==> src/rtl/serializer_pkg.sv <==
// serializer_pkg: shared FSM state type and default word width for the serializer
package serializer_pkg;
  typedef enum logic [1:0] {IDLE, LOAD, SHIFT} ser_state_t;
  localparam int SER_WIDTH_DEFAULT = 8;
endpackage

==> src/rtl/serializer.sv <==
// serializer: one-word buffered parallel-to-serial transmitter with bit-level flow control
module serializer
  import serializer_pkg::*;
#(
  parameter int WIDTH     = SER_WIDTH_DEFAULT,
  parameter bit MSB_FIRST = 1'b1
) (
  input  logic             clock,
  input  logic             reset,
  input  logic [WIDTH-1:0] data_in,
  input  logic             valid_in,
  output logic             ready_out,
  input  logic             rx_ready_in,
  output logic             data_out,
  output logic             write_out,
  output logic             word_done_out,
  output logic             busy_out
);
  localparam int CW = $clog2(WIDTH + 1);
  ser_state_t       r_state;
  logic [WIDTH-1:0] r_hold;
  logic             r_hold_full;
  logic [WIDTH-1:0] r_shreg;
  logic [CW-1:0]    r_cnt;
  logic             r_data;
  logic             r_write;
  logic             r_done;
  logic             w_accept;
  logic             w_bit;
  logic [WIDTH-1:0] w_shifted;
  logic             w_last;
  assign w_accept      = valid_in & ~r_hold_full;
  assign w_bit         = MSB_FIRST ? r_shreg[WIDTH-1] : r_shreg[0];
  assign w_shifted     = MSB_FIRST ? {r_shreg[WIDTH-2:0], 1'b0} : {1'b0, r_shreg[WIDTH-1:1]};
  assign w_last        = (r_cnt == CW'(1));
  assign ready_out     = ~r_hold_full;
  assign data_out      = r_data;
  assign write_out     = r_write;
  assign word_done_out = r_done;
  assign busy_out      = (r_state != IDLE);
  // Holding buffer, FSM and shifter; hold is only written when empty and only drained when full
  always_ff @(posedge clock or negedge reset) begin
    if (!reset) begin
      r_state     <= IDLE;
      r_hold      <= '0;
      r_hold_full <= 1'b0;
      r_shreg     <= '0;
      r_cnt       <= '0;
      r_data      <= 1'b0;
      r_write     <= 1'b0;
      r_done      <= 1'b0;
    end else begin
      r_write <= 1'b0;
      r_done  <= 1'b0;
      if (w_accept) begin
        r_hold      <= data_in;
        r_hold_full <= 1'b1;
      end
      case (r_state)
        IDLE: if (r_hold_full) r_state <= LOAD;
        LOAD: begin
          r_shreg     <= r_hold;
          r_cnt       <= CW'(WIDTH);
          r_hold_full <= 1'b0;
          r_state     <= SHIFT;
        end
        SHIFT: if (rx_ready_in) begin
          r_data  <= w_bit;
          r_write <= 1'b1;
          r_shreg <= w_shifted;
          r_cnt   <= r_cnt - CW'(1);
          if (w_last) begin
            r_done <= 1'b1;
            if (r_hold_full) begin
              r_shreg     <= r_hold;
              r_cnt       <= CW'(WIDTH);
              r_hold_full <= 1'b0;
            end else begin
              r_state <= IDLE;
            end
          end
        end
        default: r_state <= IDLE;
      endcase
    end
  end
endmodule

==> config.mk <==
export PLATFORM = sky130hd
export DESIGN_NAME = serializer
export DESIGN_NICKNAME = d
export VERILOG_FILES = /design/src/rtl/serializer_pkg.sv /design/src/rtl/serializer.sv
export SDC_FILE = /design/constraint.sdc
export NUM_CORES = 1
export LEC_CHECK = 0
export ABC_AREA = 1
export BUFFER_PORTS_ARGS = -buffer_cell sky130_fd_sc_hd__buf_4
export CAP_MARGIN = 40
export CORE_MARGIN = 2
export CORE_UTILIZATION = 60
export DETAILED_ROUTE_END_ITERATION = 8
export GPL_TIMING_DRIVEN = 0
export PLACE_DENSITY = 0.82
export SLEW_MARGIN = 10
export SYNTH_ARGS = -nofsm -noshare
export SYNTH_HDL_FRONTEND = slang
export SYNTH_SLANG_ARGS = --single-unit
export TNS_END_PERCENT = 20
==> constraint.sdc <==
create_clock -name clock -period 3.1 [get_ports clock]
set_input_delay 0.465 -clock clock [delete_from_list [all_inputs] [get_ports clock]]
set_output_delay 0.465 -clock clock [all_outputs]
set_load 0.02 [all_outputs]
==> flow_summary.toml <==
[worst_setup_path]
crit_path_end_kind = "output pin"
arrival_ns = 1.24
path_max_fanout = 3
rrSetupSlack_ns = 1.51
r2r-end = "r_shreg[2]$_DFFE_PN0P_"
startpoint_type = "flip-flop"
crit_type = "flip-flop to output pin"
cp.required_ns = 2.63
r2r_start = "r_state[0]$_DFFE_PN0P_"
worstRegToRegCells = 8

[run_status]
status = "finished, final reports clean"

[synthesis]
yosys.cell_count.top_type = "nand2_1"
synth_fp_nets = 178
synth-compound-area-share_pct = 7.11
synth_area_leaders = "dfrtp_1, nand2_1, inv_1"
synth_edf_count = 0
syn_area_um2 = 1320
ys_top_cells_by_count = "nand2_1, inv_1, dfrtp_1"
synth_fa_ha_area_share_pct = 5.69
ys_ff_latch = 26
yosysTopAreaCell = "dfrtp_1"
synth_xor_xnor_area_share_pct = 0
ys_seq_area_share_pct = 49.3
synth_top_family_by_area = "simple AND/OR/NAND/NOR gates"
synthMuxAreaShare_pct = 0
yosysWarningCount = 0
ys_async_sr_fraction_pct = 100
syn_inst = 160
synth_area_per_cell_um2 = 8.25
synthSimpleGateAreaFrac_pct = 27.0
synthFlopType = "dfrtp_1"
yosysTopAreaCellShare_pct = 49.3
synthDistinctLibCells = 19

[final_layout]
syn_to_final_growth_pct = 14.4
layout-drive-gt1-share_pct = 18.3
num_antenna_cells = 0
nFillCells = 146
num-nets-final = 199

[die]
die_w_um = 50.9
die-area_um2 = 2590
initial_core_util_pct = 65.3
ios = 17
core_area_um2 = 2020
die_y_um = 50.9
rows = 16

[clock_network]
path_clk_slew_ns = 0.13
clock_sinks = 26
htree_levels = 1
clock_path_buffers = 2
root_buffer = "clkbuf_4"
post_cts_resized = 0
post-cts-setup-buffers = 0
cts_buffers = 3
worstSkewPairLatency_ns = 0.32
cts_tree = "done"
ctsHoldBuffers = 0

[grt]
gr-total-overflow = 0
antenna_found_initial = 0
grt_pass1_wl_um = 4510
first_global_vias = 1036
grtUsageTotal_pct = 22.8
grt_start_max_net_pins = 27

[placed_design]
dp_hpwl_um = 1920
io_buffer_count = 16
gp_congestion = 0.756
pre_cts_ws_ns = 1.53

[route]
viasPerCell = 5.02
via_count = 1040
drtPass1Iterations = 4
drcViolationCount = 0
drt-total-wl_um = 2530
ant_nets = 0
wl_per_cell_um = 12.2
first_iter_violations = 15

[timing]
layout_setup_ws_ns = 1.40
fin_crit_ns = 1.70
tns_ns = 0
tightest_slew_ns = 0.321
finalSetupViolCount = 0
relSlewSlack_pct = 78.6
fin_crit_sh_pct = 54.9
hold_violations = 0
rsz0062_at_grt = "false"
finalMaxSlewViolations = 0
fin_worst_skew_ns = 0.00313
max_freq_mhz = 587

[min_path]
hp-class = "input pin to async pin"

[power_and_ir_drop]
pwr_density_cell_nw_per_um2 = 1010
peakVddDrop_uv = 631
p_leak_nw = 0.823

[job]
cap_viol_max_count = 0
worst max-delay path by stage:
stage / start / end / slack (ns) / depth (start not counted)
finish: r_state[0]$_DFFE_PN0P_ / busy_out / 1.40 / 4
global route: r_state[0]$_DFFE_PN0P_ / busy_out / 1.35 / 4
CTS: r_state[0]$_DFFE_PN0P_ / busy_out / 1.40 / 4
detailed placement: r_state[0]$_DFFE_PN0P_ / r_shreg[2]$_DFFE_PN0P_ / 1.53 / 8
global placement: r_state[0]$_DFFE_PN0P_ / r_shreg[3]$_DFFE_PN0P_ / 1.65 / 8
floorplan: r_state[0]$_DFFE_PN0P_ / r_shreg[1]$_DFFE_PN0P_ / 1.77 / 8
cells by family (layout without fill, tap and decap cells):
| family | Yosys count | after routing |
|---|---|---|
| simple gates | 80 | 80 |
| buf+inv | 32 | 52 |
| flops | 26 | 26 |
| compound gates | 16 | 16 |
| fa+ha+maj | 6 | 6 |
metrics by stage:
step | utilization (%) | instances | power [W] | hold slack (ns) | instance area (µm²)
finish | 74.7 | 207 | 0.00152 | 0.0222 | 1510
global route | 74.7 | 207 | 0.00167 | 0.0331 | 1510
CTS | 74.7 | 207 | 0.00153 | 0.0296 | 1510
detailed placement | 72.9 | 203 | 0.00136 | 0.387 | 1470
global placement | 72.9 | 203 | 0.00131 | 0.383 | 1470
floorplan | - | 160 | 0.00115 | 0.169 | 1320
report_power, final:
group / switching, W / total, W / internal, W
Combinational: 0.000476 / 0.000769 / 0.000293
Sequential: 0.0000872 / 0.000584 / 0.000497
Clock: 0.0000967 / 0.000168 / 0.0000718
Total: 0.000660 / 0.00152 / 0.000862
registers in the layout (all words and copies together) (netlist names):
name,cells
r_hold,8
write_out,1
data_out,1
word_done_out,1
r_state,2
r_cnt,4
r_shreg,8
r_hold_full,1
final cells by class:
type | instances | area (µm²) | share of cell area (%)
Buffer | 4 | 38.8 | 2.57
Multi-Input combinational cell | 102 | 526 | 34.8
Inverter | 28 | 105 | 6.96
Timing Repair Buffer | 16 | 120 | 7.95
Clock buffer | 4 | 36.3 | 2.40
Sequential cell | 26 | 651 | 43.1
Tap cell | 27 | 33.8 | 2.24
per-layer routing:
layer,vias up,routed length [µm],share of wire (%),GRT usage [%]
li1,536,-,-,-
met1,471,1090,43,29.0
met2,25,1280,51,40.0
met3,8,113,4.5,3.22
met4,0,47,1.9,7.21
met5,-,0,0,0
cell usage in the layout, fill, tap and decap left out, drive strengths merged:
cell	instances
a21oi	10
o22ai	1
inv	28
o21ai	4
nand2	45
o21a	1
clkbuf	4
nand4	2
nor2	12
buf	20
dfrtp	26
nand3	21
ha	6
critical path: stages, from the launching register on:
cell and delay (ns):
dfrtp_1 0.43, inv_1 0.12, ha_1 0.18, inv_1 0.04, buf_4 0.15
Note: power is estimated with default switching activity, not from simulation.
